**src/rtl/branch_pkg.sv**
```systemverilog
// Shared types and helpers for the branch tracker: widths, tag/pointer types,
// the per-entry record and the age-from-head helper.
package branch_pkg;

  localparam int ADDR_WIDTH = 17;
  localparam int TAG_WIDTH  = 3;
  localparam int DEPTH      = 1 << TAG_WIDTH;

  typedef logic [ADDR_WIDTH-1:0] addr_t;
  typedef logic [TAG_WIDTH-1:0]  tag_t;
  typedef logic [TAG_WIDTH:0]    ptr_t;

  typedef struct packed {
    logic  valid;
    logic  resolved;
    addr_t pc;
    logic  pred;
    addr_t alt_pc;
    logic  actual;
  } entry_t;

  // Distance of a tag from the head slot, i.e. how many older entries precede it.
  function automatic tag_t age_of(tag_t tag, tag_t head_idx);
    return tag - head_idx;
  endfunction

endpackage

```
**src/rtl/branch_tracker_if.sv**
```systemverilog
// Bundle of fetch-side allocation, execute-side resolve and predictor-update signals.
// Optional stat counters appear when BRANCH_TRACKER_STATS_EN is defined.
interface branch_tracker_if;
  import branch_pkg::*;

  logic  alloc_en;
  addr_t alloc_pc;
  logic  alloc_pred_take;
  addr_t alloc_alt_pc;
  tag_t  alloc_tag;
  logic  full;
  logic  res_en;
  tag_t  res_tag;
  logic  res_take;
  logic  mispredict;
  addr_t redirect_pc;
  logic  branch_record_en;
  addr_t branch_address;
  logic  branch_take;
`ifdef BRANCH_TRACKER_STATS_EN
  logic [31:0] stat_branches;
  logic [31:0] stat_mispredicts;
`endif

  modport master (
    output alloc_en, alloc_pc, alloc_pred_take, alloc_alt_pc,
    output res_en, res_tag, res_take,
    input  alloc_tag, full, mispredict, redirect_pc,
    input  branch_record_en, branch_address, branch_take
`ifdef BRANCH_TRACKER_STATS_EN
    , input stat_branches, stat_mispredicts
`endif
  );

  modport slave (
    input  alloc_en, alloc_pc, alloc_pred_take, alloc_alt_pc,
    input  res_en, res_tag, res_take,
    output alloc_tag, full, mispredict, redirect_pc,
    output branch_record_en, branch_address, branch_take
`ifdef BRANCH_TRACKER_STATS_EN
    , output stat_branches, stat_mispredicts
`endif
  );

endinterface

```
**src/rtl/branch_tracker.sv**
```systemverilog
// In-order tracker of predicted branches: allocate at tail, resolve by tag, retire at head
// into the predictor update port. Define BRANCH_TRACKER_STATS_EN to add branch/mispredict counters.
module branch_tracker
  import branch_pkg::*;
(
  input logic              clk,
  input logic              rst,
  branch_tracker_if.slave  bus
);

  entry_t entries [DEPTH];
  ptr_t   head;
  ptr_t   tail;
  ptr_t   count;
  tag_t   head_idx;
  tag_t   tail_idx;
  tag_t   res_age;
  entry_t res_entry;
  entry_t head_entry;
  logic   res_hit;
  logic   res_miss;
  logic   drain;
  logic   do_alloc;

  assign head_idx      = head[TAG_WIDTH-1:0];
  assign tail_idx      = tail[TAG_WIDTH-1:0];
  assign count         = tail - head;
  assign bus.full      = (count == ptr_t'(DEPTH));
  assign bus.alloc_tag = tail_idx;

  always_comb begin
    res_entry  = entries[bus.res_tag];
    head_entry = entries[head_idx];
    res_age    = age_of(bus.res_tag, head_idx);
    res_hit    = bus.res_en && res_entry.valid && !res_entry.resolved;
    res_miss   = res_hit && (bus.res_take != res_entry.pred);
    drain      = head_entry.valid && head_entry.resolved;
    // A mispredict makes anything fetched this cycle wrong-path, so it is not allocated.
    do_alloc   = bus.alloc_en && !bus.full && !res_miss;
  end

  always_ff @(posedge clk) begin
    if (rst) begin
      for (int i = 0; i < DEPTH; i++) begin
        entries[i] <= '0;
      end
      head                 <= '0;
      tail                 <= '0;
      bus.mispredict       <= 1'b0;
      bus.redirect_pc      <= '0;
      bus.branch_record_en <= 1'b0;
      bus.branch_address   <= '0;
      bus.branch_take      <= 1'b0;
    end else begin
      bus.mispredict       <= res_miss;
      bus.branch_record_en <= drain;
      if (res_miss) begin
        bus.redirect_pc <= res_entry.alt_pc;
      end
      if (drain) begin
        bus.branch_address      <= head_entry.pc;
        bus.branch_take         <= head_entry.actual;
        entries[head_idx].valid <= 1'b0;
        head                    <= head + ptr_t'(1);
      end
      if (res_hit) begin
        entries[bus.res_tag].resolved <= 1'b1;
        entries[bus.res_tag].actual   <= bus.res_take;
      end
      // Keep the mispredicted entry; everything younger is squashed and tail rewinds past it.
      if (res_miss) begin
        tail <= head + ptr_t'(res_age) + ptr_t'(1);
        for (int i = 0; i < DEPTH; i++) begin
          if (age_of(tag_t'(i), head_idx) > res_age) begin
            entries[i].valid <= 1'b0;
          end
        end
      end else if (do_alloc) begin
        entries[tail_idx] <= '{valid:    1'b1,
                               resolved: 1'b0,
                               pc:       bus.alloc_pc,
                               pred:     bus.alloc_pred_take,
                               alt_pc:   bus.alloc_alt_pc,
                               actual:   1'b0};
        tail <= tail + ptr_t'(1);
      end
    end
  end

`ifdef BRANCH_TRACKER_STATS_EN
  // Counters saturate rather than wrap so long runs never report a misleadingly small value.
  always_ff @(posedge clk) begin
    if (rst) begin
      bus.stat_branches    <= '0;
      bus.stat_mispredicts <= '0;
    end else begin
      if (drain && (bus.stat_branches != '1)) begin
        bus.stat_branches <= bus.stat_branches + 32'd1;
      end
      if (res_miss && (bus.stat_mispredicts != '1)) begin
        bus.stat_mispredicts <= bus.stat_mispredicts + 32'd1;
      end
    end
  end
`endif

endmodule
```
**src/flat_wrapper.sv**
```systemverilog
// flat-port wrapper written by rule: the top's interface ports become plain ports
module branch_tracker_flat import branch_pkg::*;
  (clk, rst, bus_alloc_en, bus_alloc_pc, bus_alloc_pred_take, bus_alloc_alt_pc, bus_res_en, bus_res_tag, bus_res_take, bus_alloc_tag, bus_full, bus_mispredict, bus_redirect_pc, bus_branch_record_en, bus_branch_address, bus_branch_take);
  branch_tracker_if bus_i ();
  input logic clk;
  input logic rst;
  input wire logic [$bits(bus_i.alloc_en)-1:0] bus_alloc_en;
  input wire logic [$bits(bus_i.alloc_pc)-1:0] bus_alloc_pc;
  input wire logic [$bits(bus_i.alloc_pred_take)-1:0] bus_alloc_pred_take;
  input wire logic [$bits(bus_i.alloc_alt_pc)-1:0] bus_alloc_alt_pc;
  input wire logic [$bits(bus_i.res_en)-1:0] bus_res_en;
  input wire logic [$bits(bus_i.res_tag)-1:0] bus_res_tag;
  input wire logic [$bits(bus_i.res_take)-1:0] bus_res_take;
  output wire logic [$bits(bus_i.alloc_tag)-1:0] bus_alloc_tag;
  output wire logic [$bits(bus_i.full)-1:0] bus_full;
  output wire logic [$bits(bus_i.mispredict)-1:0] bus_mispredict;
  output wire logic [$bits(bus_i.redirect_pc)-1:0] bus_redirect_pc;
  output wire logic [$bits(bus_i.branch_record_en)-1:0] bus_branch_record_en;
  output wire logic [$bits(bus_i.branch_address)-1:0] bus_branch_address;
  output wire logic [$bits(bus_i.branch_take)-1:0] bus_branch_take;
  assign bus_i.alloc_en = bus_alloc_en;
  assign bus_i.alloc_pc = bus_alloc_pc;
  assign bus_i.alloc_pred_take = bus_alloc_pred_take;
  assign bus_i.alloc_alt_pc = bus_alloc_alt_pc;
  assign bus_i.res_en = bus_res_en;
  assign bus_i.res_tag = bus_res_tag;
  assign bus_i.res_take = bus_res_take;
  assign bus_alloc_tag = bus_i.alloc_tag;
  assign bus_full = bus_i.full;
  assign bus_mispredict = bus_i.mispredict;
  assign bus_redirect_pc = bus_i.redirect_pc;
  assign bus_branch_record_en = bus_i.branch_record_en;
  assign bus_branch_address = bus_i.branch_address;
  assign bus_branch_take = bus_i.branch_take;
  branch_tracker u_core (.clk(clk), .rst(rst), .bus(bus_i));
endmodule
```
**config.mk**
```make
export PLATFORM = sky130hd
export DESIGN_NAME = branch_tracker_flat
export DESIGN_NICKNAME = d
export VERILOG_FILES = /design/src/rtl/branch_pkg.sv /design/src/rtl/branch_tracker_if.sv /design/src/rtl/branch_tracker.sv /design/src/flat_wrapper.sv
export SDC_FILE = /design/constraint.sdc
export NUM_CORES = 1
export LEC_CHECK = 0
export BUFFER_PORTS_ARGS = -buffer_cell sky130_fd_sc_hd__buf_2
export CAP_MARGIN = 30
export CORE_ASPECT_RATIO = 1.1
export CORE_MARGIN = 2
export CORE_UTILIZATION = 61
export CTS_BUF_LIST = sky130_fd_sc_hd__clkbuf_4
export CTS_CLUSTER_DIAMETER = 120
export CTS_CLUSTER_SIZE = 14
export DETAILED_ROUTE_END_ITERATION = 12
export HOLD_SLACK_MARGIN = 0.06
export PLACE_DENSITY = 0.86
export SETUP_SLACK_MARGIN = 0.2
export SYNTH_ARGS = -nofsm -noshare
export SYNTH_HDL_FRONTEND = slang
export SYNTH_SLANG_ARGS = --single-unit
```
**constraint.sdc**
```tcl
create_clock -name clk -period 3.82 [get_ports clk]
set_input_delay 0.382 -clock clk [delete_from_list [all_inputs] [get_ports clk]]
set_output_delay 0.382 -clock clk [all_outputs]
set_load 0.03 [all_outputs]
```
Word level (Yosys, flattened, before mapping)
Memory sizes are Yosys's and may differ from the RTL's. A register that Yosys moved wholly into a read port is not among the register bits.
Cells that the tools add are included.
{"block": "totals", "in_bits": 43, "memories": 1, "ram_bits": 304, "elab_cells": 124, "regBits": 45}
{"block": "classes", "n_reduce_logical": 11, "mux": 59, "addsub": 14, "n_eq_ne": 4, "bitwise_logic": 20, "order_cmp": 8}
{"memory": "u_core.entries", "depth": 8, "word_bits": 38, "rd": 2, "rd_clocked_by_memory_dff": 1, "wr": 10, "line": "branch_tracker.sv:11", "source": "entry_t entries [DEPTH];"}
{"operator": "2-to-1 mux 1 bit", "count": 52}
{"operator": "2-to-1 mux 38 bit", "count": 1}
{"operator": "OR reduction 38 bit", "count": 1}
{"operator": "> comparator 3 bit", "count": 8}
{"operator": "adder 4 x 1 -> 4 bit (second input constant)", "count": 3}
{"operator": "subtractor 3 bit (first input constant)", "count": 4}
{"operator": "2-to-1 mux 3 bit", "count": 3}
{"operator": "2-to-1 mux 4 bit", "count": 2}
{"operator": "bitwise OR 1 bit", "count": 8}
{"operator": "bitwise AND 1 bit", "count": 6}
{"operator": "== test 3 bit", "count": 2}
{"operator": "logical AND 1 bit", "count": 6}
{"operator": "subtractor 1 x 3 -> 3 bit (first input constant)", "count": 2}
{"operator": "subtractor 2 x 3 -> 3 bit (first input constant)", "count": 2}
{"operator": "adder 4 x 3 -> 4 bit", "count": 1}
{"operator": "== test 4 bit (second input constant)", "count": 1}
{"operator": "inverter 1 bit", "count": 4}
{"operator": "subtractor 4 bit", "count": 1}
{"operator": "logical NOT 1 bit", "count": 3}
{"operator": "subtractor 3 bit", "count": 1}
{"operator": "bitwise AND 1 bit (first input constant)", "count": 2}
{"operator": "2-to-1 mux 2 bit", "count": 1}
{"operator": "nonzero test 2 bit", "count": 1}
{"operator": "!= test 1 bit", "count": 1}

Depth between registers and ports, before layout
Gate-level depths: netlist of run 1.
An unclocked memory read counts as a cell.
{"block": "logic_depth", "depth_word": 13, "ltp_mapped": 14, "ltp_nobuf": 11}

Worst setup path before layout of run 1
OpenSTA, ideal clock, no wires.
{"block": "synth_timing", "kind": "register to register", "from": "reg u_core.head[2]", "to": "mem u_core.entries[2][10] (netlist name), enable pin", "setup_time_ns": 0.394, "path_slack_ns": 0.279, "path_stages_with_launch": 11, "path_buffers": 2, "arrival_ns": 3.147, "path_cell_list": "dfxtp_1 > inv_1 > ha_1 > and3b_1 > a211oi_1 > xnor3_1 > nor2_1 > buf_4 > nor4_4 > buf_4 > or2_1"}
{"element": "start, declared", "line": "branch_tracker.sv:12", "source": "ptr_t head;"}
{"element": "start signal, assigned", "line": "branch_tracker.sv:64", "source": "head <= head + ptr_t'(1);"}
{"element": "end, declared", "line": "branch_tracker.sv:11"}

Worst setup path after layout of run 1
{"block": "layout_timing", "from": "reg u_core.head[2]", "to": "out bus_full"}
{"block": "layout_via", "elab_chain_cells": 2}
{"element": "subtractor 4 bit", "line": "branch_tracker.sv:27", "source": "assign count = tail - head;"}
{"element": "== test 4 bit", "line": "branch_tracker.sv:28", "source": "assign bus.full = (count == ptr_t'(DEPTH));"}
{"element": "end, declared", "line": "flat_wrapper.sv:15", "source": "output wire logic [$bits(bus_i.full)-1:0] bus_full;"}
Every way passes these cells.

==> out/metrics.csv, run 1 <==
stage,metric,value,unit
synth,synth_xor_area_share,0.845,%
worst_setup_path,path_class,flop to output port,
route,met3_length,2760,microns
run,max-cap-violations,0,
clocking,htree_levels,1,
die,dieArea,27800,sq um
sta,fmax,294,MHz
synth,synth_top_family_by_area,simple AND/OR/NAND/NOR gates,
worst_setup_path,critPathLaunch,u_core.head[2],
place,placed_cell_area,17000,sq um
power_and_ir_drop,internal_power,5.29,mW
route,met1_length,14900,microns
clocking,cts_buffers,29,
sta,hold_viol_final,0,
place,place.gp.congestion,0.860,
route,met2_length,19200,microns
synth,async_reset_ff_share,0,%
synth,yosys.area_share.simple,16.4,%
worst_setup_path,path_max_fanout,9,
grt,grt_max_degree,66,
finish,mostFrequentLayoutCell,and2_1,
finish,drive_gt1_share,20.5,%
die,io_pins,84,
sta,max-slew-margin-rel,44.6,%
route,dr.pass1.iters,5,
die,start_util,61.9,%
clocking,clock_latency,0.73,ns
die,coreArea,26100,sq um
synth,synth.avg_cell_area,13.7,sq um
grt,antenna_found_initial,2,
route,wl_per_cell,22.7,microns
route,top_layer_used,met4,
die,core.rowCount,62,
finish,utilization,68.1,%
power_and_ir_drop,p_sw_share,24.9,%
synth,synth_nets,1245,
route,ant_nets,0,
grt,grt_pass1_vias,10400,
clocking,cts.clk_slew.worst_paths,0.16,ns
power_and_ir_drop,power.share.clock,25.1,%
power_and_ir_drop,combPwrFrac,12.0,%
finish,syn_to_final_growth,10.0,%
finish,fin_nets,1348,
synth,synth_cell_type_count,63,
place,port-buffer-count,83,
grt,grt_pass1_wl,59300,microns
synth,synth_area,16100,sq um
clocking,cts_buffer_depth,3,
die,die-height,175,microns
synth,synth_compound_area_share,5.70,%
worst_setup_path,crit_end,bus_full,
clocking,cts_setup_buffers,0,
synth,synthMuxAreaShare,11.0,%
synth,yosys.area.top_type_share,52.1,%
sta,fin_crit_sh,88.9,%
worst_setup_path,cp.arrival,3.01,ns
power_and_ir_drop,p_switching,1.76,mW
route,avgViaCountPerCell,6.14,
status,outcome,"finished, final reports clean",
grt,grt-ovfl-total,0,
worst_setup_path,required,3.44,ns
sta,clock_skew,0.0554,ns
finish,fin_area,17800,sq um
sta,min_period,3.40,ns
clocking,cts_tree,built,
sta,setup_violations,0,
sta,worst_hold_slack,0.110,ns
synth,synth_edf_count,280,
power_and_ir_drop,ir_drop,339,uV
clocking,root_buffer,clkbuf_4,
synth,synth_fa_ha_area_share,1.97,%
worst_setup_path,reg2regPathDepth,10,
power_and_ir_drop,p_leak,6.71,nW
die,die_w,159,microns
route,route.detailed.drc,0,
worst_setup_path,cp-end-kind,output port,
synth,synth_seq_area_share,61.0,%
synth,synth_seq_cells,352,
worst_setup_path,r2r-start,u_core.head[2],
place,place_hpwl,23200,microns
power_and_ir_drop,pwr_density_cell,397,nW/um^2
synth,synth_warnings,0,
sta,slew_violations,0,
worst_setup_path,timing.rr.end,u_core.entries[3][1],
synth,synthTopCellsByArea,"edfxtp_1, and2_1, dfxtp_1",
grt,track_usage,27.5,%
route,via_count,10200,
worst_setup_path,startpoint_type,flop,
worst_setup_path,r2r_setup_slack,0.68,ns
route,initialDrtViolationCount,1123,
sta,tns,0,ns
worst_hold_path,hp-class,input port to flop,
power_and_ir_drop,pwr-share-seq,62.9,%
synth,synth_flop_cell,edfxtp_1,
sta,worst_pin_slew,0.830,ns
clocking,cts_sinks,352,
route,drt_wl_total,37600,microns
synth,syn_inst,1178,
synth,yosysTopAreaCell,edfxtp_1,
sta,rsz0062_at_grt,no,
finish,layout_common_cells,"and2_1, edfxtp_1, buf_2",
-- cells in the mapped netlist, drive strengths merged, types with 4 or more instances --
cell type	count
mux2i	37
o221ai	4
a21oi	19
a221oi	10
and2	285
nand3	9
ha	23
a211oi	28
a22oi	5
xnor2	9
inv	20
and3	8
nor3	16
clkbuf	39
nand2	48
xor2	4
o211a	5
mux2	15
a311oi	11
nor2	53
a41o	8
nor4	8
dfxtp	72
edfxtp	280
o21ai	11
mux4	55
or2	9
buf	46
-- state kept, by name (all words and copies together), names as in the netlist, named ones only --
signal	count
u_core.entries	304
u_core.bus.branch_address	17
u_core.bus.redirect_pc	17
u_core.head	4
u_core.tail	4
u_core.bus.branch_record_en	1
u_core.bus.branch_take	1
u_core.bus.mispredict	1
-- worst min-delay path by stage --
stage | start | endpoint | slack [ns] | depth (start not counted)
after floorplan | u_core.entries[4][36] | u_core.entries[4][36] | 0.45 | 2
after global placement | u_core.entries[4][36] | u_core.entries[4][36] | 0.47 | 2
after detailed placement | u_core.entries[4][36] | u_core.entries[4][36] | 0.48 | 2
after CTS | bus_res_tag[0] | u_core.bus.redirect_pc[7] | 0.08 | 3
after global routing | bus_res_tag[0] | u_core.bus.redirect_pc[7] | 0.1 | 3
final | bus_res_tag[0] | u_core.bus.redirect_pc[7] | 0.11 | 3
-- power by group through the flow --
stage,sequential (mW),clock [mW],combinational (mW)
6_report,4.43,1.77,0.844
3_3_place_gp,4.51,0,0.767
5_1_grt,4.45,1.92,0.901
2_1_floorplan,4.51,0,0.501
3_5_place_dp,4.52,0,0.802
4_1_cts,4.43,1.79,0.838
-- area by class of cell --
class / instances / area (sq um)
antenna: 2 / 5.00
clock buffer: 52 / 390
clock inverter: 1 / 16.3
fill: 1847 / 8310
inverter: 21 / 78.8
multi-input combinational: 720 / 5820
sequential: 352 / 9850
tap: 352 / 440
timing repair buffer: 157 / 1150
-- stage by stage --
step	total power [mW]	std cells	worst slack [ns]
after floorplan	5.02	1178	0.279
after global placement	5.27	1563	0.304
after detailed placement	5.32	1565	0.329
after CTS	7.06	1655	0.244
after global routing	7.27	1657	0.258
final	7.05	1657	0.423
-- what timing repair did --
item,CTS,global route
resized for setup,3,2
gates cloned,0,0
hold endpoints to repair,280,0
endpoints found under the setup margin,1,1
hold buffers,37,0
-- routing by layer --
| metal | global-route usage (%) | vias to the layer above |
|---|---|---|
| met2 | 47.0 | 470 |
| li1 | - | 4530 |
| met3 | 3.66 | 67 |
| met4 | 8.14 | 0 |
| met5 | 0 | - |
| met1 | 37.2 | 5113 |
-- worst max-delay path, cell delays in order (launching register included) --
cell	delay (ns)
dfxtp_4	0.43
inv_1	0.13
ha_1	0.35
and3b_1	0.21
a211oi_2	0.23
xnor3_1	0.28
nor2_2	0.20
buf_6	0.23
buf_2	0.24
-- cells by family after synthesis --
| group | Yosys count |
|---|---|
| mux | 107 |
| xor+xnor | 14 |
| buf+inv | 106 |
| compound gates | 123 |
| simple gates | 451 |
| fa+ha+maj | 25 |
| flops | 352 |
No activity file was read; power rests on OpenSTA's default activity.
==> run 2: changes to the inputs <==
--- a/config.mk
+++ b/config.mk
@@ -5,6 +5,7 @@
 export SDC_FILE = /design/constraint.sdc
 export NUM_CORES = 1
 export LEC_CHECK = 0
+export ABC_AREA = 1
 export BUFFER_PORTS_ARGS = -buffer_cell sky130_fd_sc_hd__buf_2
 export CAP_MARGIN = 30
 export CORE_ASPECT_RATIO = 1.1
@@ -15,7 +16,7 @@
 export CTS_CLUSTER_SIZE = 14
 export DETAILED_ROUTE_END_ITERATION = 12
 export HOLD_SLACK_MARGIN = 0.06
-export PLACE_DENSITY = 0.86
+export PLACE_DENSITY = 0.87
 export SETUP_SLACK_MARGIN = 0.2
 export SYNTH_ARGS = -nofsm -noshare
 export SYNTH_HDL_FRONTEND = slang
==> constraint.sdc (replaced) <==
create_clock -name clk -period 3.8 [get_ports clk]
set_input_delay 0.38 -clock clk [delete_from_list [all_inputs] [get_ports clk]]
set_output_delay 0.38 -clock clk [all_outputs]
set_load 0.03 [all_outputs]
==> run 2 against run 1 <==
Clock-buffer cell count unchanged. Worst setup slack improved by 0.35 ns. Global-route usage increased by 2.6 points. Cell area decreased by 3.2%. Clock power about the same. Highest routed layer unchanged. Total power increased by 5.5%. First-iteration DRC count increased by 36%. Critical path depth increased by 7.
==> out/metrics.csv, run 2 <==
stage,metric,value,unit
clocking,cts_buffer_depth,3,
sta,rsz0062_at_grt,no,
power_and_ir_drop,power.share.clock,23.9,%
status,outcome,"finished, final reports clean",
clocking,root_buffer,clkbuf_4,
grt,grt_max_degree,73,
synth,synth_warnings,0,
finish,mostFrequentLayoutCell,nor2_1,
worst_hold_path,holdPathStages,3,
power_and_ir_drop,p_sw_share,27.8,%
worst_setup_path,cp.arrival,3.66,ns
route,ant_nets,0,
worst_setup_path,timing.rr.end,u_core.tail[3],
clocking,cts_buffers,29,
die,start_util,62.1,%
sta,min_period,3.03,ns
finish,fin_nets,1780,
sta,max-slew-margin-rel,34.7,%
grt,track_usage,30.1,%
finish,fin_area,17200,sq um
route,wl_per_cell,19.7,microns
finish,drive_gt1_share,12.6,%
synth,synth_cell_type_count,37,
worst_setup_path,required,4.43,ns
power_and_ir_drop,combPwrFrac,15.2,%
sta,fmax,330,MHz
synth,synth.avg_cell_area,9.71,sq um
worst_hold_path,hold_path_end,u_core.entries[7][9],
worst_setup_path,path_max_fanout,9,
worst_setup_path,r2r-start,u_core.head[0],
finish,layout_common_cells,"nor2_1, edfxtp_1, nand2_1",
sta,tns,0,ns
synth,synth_area,15700,sq um
grt,grt_pass1_wl,62300,microns
synth,synth_seq_cells,352,
power_and_ir_drop,p_leak,7.24,nW
worst_setup_path,path_class,flop to flop,
synth,yosysTopAreaCell,edfxtp_1,
clocking,clock_latency,0.76,ns
sta,hold_viol_final,0,
power_and_ir_drop,ir_drop,268,uV
die,die-height,172,microns
grt,grt-ovfl-total,0,
synth,syn_inst,1617,
run,max-cap-violations,0,
finish,largest_reg_flops,304,
clocking,cts_setup_buffers,0,
synth,async_reset_ff_share,0,%
power_and_ir_drop,pwr-share-seq,60.9,%
route,initialDrtViolationCount,1525,
synth,synth_edf_count,280,
synth,synth_flop_cell,edfxtp_1,
sta,worst_pin_slew,0.976,ns
synth,synthTopCellsByArea,"edfxtp_1, nor2_1, dfxtp_1",
route,route.detailed.drc,0,
worst_setup_path,startpoint_type,flop,
clocking,cts_tree,built,
sta,setup_violations,0,
synth,synth_nets,1684,
place,dp_worst_setup_slack,0.476,ns
sta,slew_violations,0,
worst_hold_path,worstHoldStart,bus_alloc_alt_pc[8],
sta,fin_crit_sh,79.8,%
synth,ys_top_cells_by_count,"nor2_1, nand2_1, edfxtp_1",
worst_setup_path,cp-end-kind,flop,
die,io_pins,84,
worst_setup_path,r2r_setup_slack,0.77,ns
finish,regMostFlops,u_core.entries,
clocking,cts.clk_slew.worst_paths,0.17,ns
place,place.gp.congestion,0.904,
place,place_hpwl,24100,microns
grt,antenna_found_initial,1,
synth,yosys.area.top_type_share,53.6,%
finish,num-fill-cells,1820,
sta,setup_ws,0.769,ns
place,placed_cell_area,16500,sq um
worst_hold_path,hp-class,input port to flop,
die,die_w,157,microns
sta,clock_skew,0.0496,ns
power_and_ir_drop,internal_power,5.37,mW
clocking,htree_levels,1,
synth,synth_seq_area_share,62.8,%
worst_setup_path,reg2regPathDepth,15,
place,port-buffer-count,83,
finish,largestRegisters,"u_core.entries: 304 flops, u_core.bus.branch_address: 17 flops, u_core.bus.redirect_pc: 17 flops",
die,coreArea,25300,sq um
power_and_ir_drop,p_switching,2.06,mW
die,core.rowCount,61,
power_and_ir_drop,pwr_density_cell,433,nW/um^2
route,avgViaCountPerCell,5.99,
clocking,cts_sinks,352,
grt,grt_pass1_vias,12000,
route,via_count,12500,
die,dieArea,27000,sq um
finish,syn_to_final_growth,9.54,%
sta,worst_hold_slack,0.0845,ns
synth,synth_most_common_cell,nor2_1,
route,dr.pass1.iters,6,
route,drt_wl_total,41000,microns
==> run 2: changes by cell type in the layout (fill, tap and decap cells not counted), moves of 21 or more <==
cell	previous run	this run
o22ai_1	3	35
a22oi_1	5	26
and2_1	284	0
inv_1	20	104
mux2i_1	37	0
nand3_1	9	47
nand4_1	1	22
a211oi_1	27	1
nor2_1	52	399
nand2_1	48	272
mux4_2	55	0
o21ai_0	11	120
==> run 2: critical path, stage by stage (launching register included) <==
cell and delay, ns:
dfxtp_1 0.45, ha_1 0.29, fa_1 0.40, xnor2_1 0.15, or2_2 0.29, nand2_1 0.23, inv_1 0.09, ha_1 0.34
inv_1 0.08, nor2_1 0.13, nor2_1 0.07, xnor2_1 0.12, nand2_1 0.07, nand2_1 0.05, nor2_1 0.08, nor2_1 0.05
==> run 2: logic make-up (layout without fill, tap and decap cells) <==
| logic type | Yosys count | count (layout) | synth area share, % |
|---|---|---|---|
| and+or+nand+nor | 780 | 780 | 20.0 |
| DFF | 352 | 352 | 62.8 |
| AOI/OAI and AO/OA | 250 | 250 | 9.08 |
| buffers and inverters | 204 | 323 | 5.79 |
| adders and majority gates | 24 | 24 | 1.96 |
| xor gates and xnor gates | 7 | 7 | 0.391 |
| other | 0 | 1 | 0 |
==> run 2: power groups by stage <==
stage	clock (mW)	combinational [mW]	sequential, mW
after floorplan	0	0.727	4.61
after global placement	0	1.04	4.60
after detailed placement	0	1.08	4.61
after CTS	1.77	1.11	4.53
after global routing	1.90	1.23	4.55
final	1.78	1.13	4.53
==> run 2: area by class of cell <==
class | count | area, sq um | area share, %
tap | 346 | 433 | 2.52
multi-input combinational | 1061 | 4960 | 28.8
inverter | 114 | 430 | 2.50
clock inverter | 2 | 20.0 | 0.116
antenna | 1 | 2.50 | 0.0146
sequential | 352 | 9850 | 57.3
clock buffer | 52 | 390 | 2.27
timing repair buffer | 155 | 1110 | 6.43
==> run 2: stage by stage <==
step                util [%]  total power, mW  instances
global route            68.1             7.69       2083
global placement        65.2             5.64       1998
floorplan                  -             5.34       1617
finish                  68.1             7.44       2083
CTS                     68.0             7.40       2082
detailed placement      65.2             5.69       1998
==> run 2: metal layers <==
layer	global-route usage, %	vias up	wire, microns
met5	0	-	0
met4	13.4	0	1540
met3	4.11	136	4780
met2	50.6	890	19700
met1	39.3	5821	14900
li1	-	5630	-
==> run 2: how the worst max path moves through the flow <==
stage,endpoint,startpoint,slack [ns],depth (start not counted)
3_3_place_gp,u_core.tail[3],bus_res_tag[0],0.58,17
6_report,u_core.tail[3],u_core.head[0],0.77,15
3_5_place_dp,u_core.tail[3],bus_res_tag[0],0.48,17
2_1_floorplan,u_core.entries[2][10],u_core.head[1],0.53,16
5_1_grt,u_core.tail[3],u_core.head[0],0.50,15
4_1_cts,u_core.tail[3],u_core.head[0],0.78,15
==> run 2: repair_timing <==
item | 4_1_cts | 5_1_grt
endpoints found under the hold margin | 173 | 0
hold buffers | 30 | 0
gates resized for setup | 0 | 0
==> run 3: changes to the inputs <==
==> constraint.sdc (replaced) <==
create_clock -name clk -period 3.1 [get_ports clk]
set_input_delay 0.31 -clock clk [delete_from_list [all_inputs] [get_ports clk]]
set_output_delay 0.31 -clock clk [all_outputs]
set_load 0.03 [all_outputs]
==> run 3 against run 2 <==
Utilization grew 2.1 points. Clock power grew 25%. Critical path depth shrank 2. Die area is the same. Sequential share of layout area shrank 1.7 points. Via count grew 2.2%. Largest power group unchanged. Highest routed layer unchanged.
==> out/metrics.csv, run 3 (synthesis results as in run 2) <==
stage,metric,value,unit
route,via_count,12800,
clocking,cts_tree,built,
clocking,cts_buffers,29,
die,io_pins,84,
die,start_util,62.1,%
route,avgViaCountPerCell,6.04,
worst_setup_path,timing.rr.end,u_core.entries[4][14],
grt,track_usage,30.5,%
sta,clock_skew,0.0707,ns
finish,num-fill-cells,1679,
clocking,cts.clk_slew.worst_paths,0.16,ns
die,die-height,172,microns
sta,tns,0,ns
grt,grt_max_degree,73,
finish,drive_gt1_share,14.2,%
finish,multi_input_area,5170,sq um
status,outcome,"finished, final reports clean",
place,place.gp.congestion,0.944,
route,drt_wl_total,43300,microns
route,route.detailed.drc,0,
worst_setup_path,r2r_setup_slack,0.35,ns
route,wl_per_cell,20.5,microns
clocking,htree_levels,1,
grt,grt_pass1_wl,63200,microns
worst_setup_path,reg2regPathDepth,13,
worst_setup_path,path_class,flop to flop,
worst_hold_path,hold_path_end,u_core.bus.redirect_pc[0],
clocking,clock_latency,0.78,ns
finish,fin_nets,1808,
worst_hold_path,worstHoldStart,bus_res_tag[2],
finish,mostFrequentLayoutCell,nor2_1,
finish,fin_cells,2111,
finish,syn_to_final_growth,13.0,%
sta,rsz0062_at_grt,no,
finish,seqCellArea,9850,sq um
clocking,cts_buffer_depth,3,
worst_setup_path,startpoint_type,flop,
route,ant_nets,0,
place,dp_worst_setup_slack,0.204,ns
sta,min_period,2.75,ns
worst_setup_path,r2r-start,u_core.tail[0],
worst_hold_path,hp-class,input port to flop,
clocking,root_buffer,clkbuf_4,
worst_setup_path,path_max_fanout,35,
route,initialDrtViolationCount,2101,
sta,setup_ws,0.353,ns
power_and_ir_drop,p_leak,7.49,nW
grt,antenna_found_initial,1,
sta,max-slew-margin-rel,46.7,%
power_and_ir_drop,ir_drop,251,uV
finish,layout_common_cells,"nor2_1, edfxtp_1, nand2_1",
run,max-cap-violations,0,
place,port-buffer-count,83,
worst_hold_path,holdPathStages,6,
worst_setup_path,cp-end-kind,flop,
die,core.rowCount,61,
sta,setup_violations,0,
finish,regMostFlops,u_core.entries,
worst_setup_path,cp.arrival,3.14,ns
sta,hold_viol_final,0,
grt,grt_pass1_vias,12000,
sta,worst_pin_slew,0.794,ns
finish,largestRegisters,"u_core.entries: 304 flops, u_core.bus.branch_address: 17 flops, u_core.bus.redirect_pc: 17 flops",
grt,grt-ovfl-total,0,
sta,fmax,364,MHz
power_and_ir_drop,pwr_density_cell,525,nW/um^2
finish,largest_reg_flops,304,
sta,worst_hold_slack,0.229,ns
place,dpl.cell_count,1996,
worst_setup_path,required,3.50,ns
sta,fin_crit_sh,88.6,%
sta,slew_violations,0,
die,coreArea,25300,sq um
die,die_w,157,microns
place,place_hpwl,23400,microns
clocking,cts_sinks,352,
route,dr.pass1.iters,8,
die,dieArea,27000,sq um
[run 3: changes by cell type in the layout (fill, tap and decap cells not counted), moves of 2 or more]
cell,previous run,this run
dlygate4sd3_1,30,38
nand2_8,0,8
buf_4,36,43
nand2_1,272,266
nand2_4,1,7
buf_12,6,10
nand2_2,11,7
clkbuf_16,0,3
buf_8,0,2
ha_1,23,21
ha_4,0,2
nor2_1,399,397
[run 3: worst max-delay path by stage]
stage	start	endpoint	slack, ns	depth (start not counted)
5_1_grt	u_core.tail[0]	u_core.entries[2][4]	0.18	15
3_5_place_dp	bus_res_tag[0]	u_core.tail[3]	0.20	17
6_report	u_core.tail[0]	u_core.entries[4][14]	0.35	13
4_1_cts	u_core.head[1]	u_core.entries[0][16]	0.23	16
3_3_place_gp	bus_res_tag[0]	u_core.tail[3]	0.28	17
2_1_floorplan	u_core.head[1]	u_core.entries[7][10]	0.22	15
[run 3: routing by layer]
layer  vias up  wire [microns]  track usage, %
met3       149            5210            4.44
met1      5902           15100            39.2
met4         0            1940            15.3
met5         -               0               0
met2      1003           21000            50.8
li1       5697               -               -
[run 3: repair_timing]
action,CTS,global route
setup endpoints to repair,0,498
hold buffers,38,0
gates resized for setup,0,50
buffers inserted,0,15
hold endpoints to repair,294,0
[run 3: final cells by class]
| cell class | instances | area share (%) |
|---|---|---|
| Inverter | 114 | 2.43 |
| Multi-Input combinational cell | 1065 | 29.2 |
| Sequential cell | 352 | 55.6 |
| Clock inverter | 2 | 0.134 |
| Antenna cell | 1 | 0.0141 |
| Tap cell | 346 | 2.44 |
| Clock buffer | 52 | 2.20 |
| Timing Repair Buffer | 179 | 8.03 |
[run 3: through the flow]
step	power, mW	util [%]	instance area, sq um
5_1_grt	9.62	70.2	17700
3_3_place_gp	6.91	65.2	16500
3_5_place_dp	6.98	65.2	16500
2_1_floorplan	6.55	-	15700
6_report	9.30	70.2	17700
4_1_cts	9.10	68.4	17300
[run 3: power breakdown]
group / internal [mW] / total, mW / switching (mW)
clock network: 0.757 / 2.22 / 1.46
registers: 5.42 / 5.55 / 0.122
logic: 0.472 / 1.54 / 1.06
[run 3: critical path, stage by stage (launching register included)]
cell,delay [ns]
dfxtp_1,0.46
inv_1,0.18
ha_1,0.27
o21ai_1,0.18
nand2_1,0.09
nand2_1,0.08
nor2_1,0.04
nand2_1,0.05
nand2_1,0.14
inv_2,0.15
nand3_2,0.12
inv_2,0.18
nand2_2,0.14
nand2_8,0.30
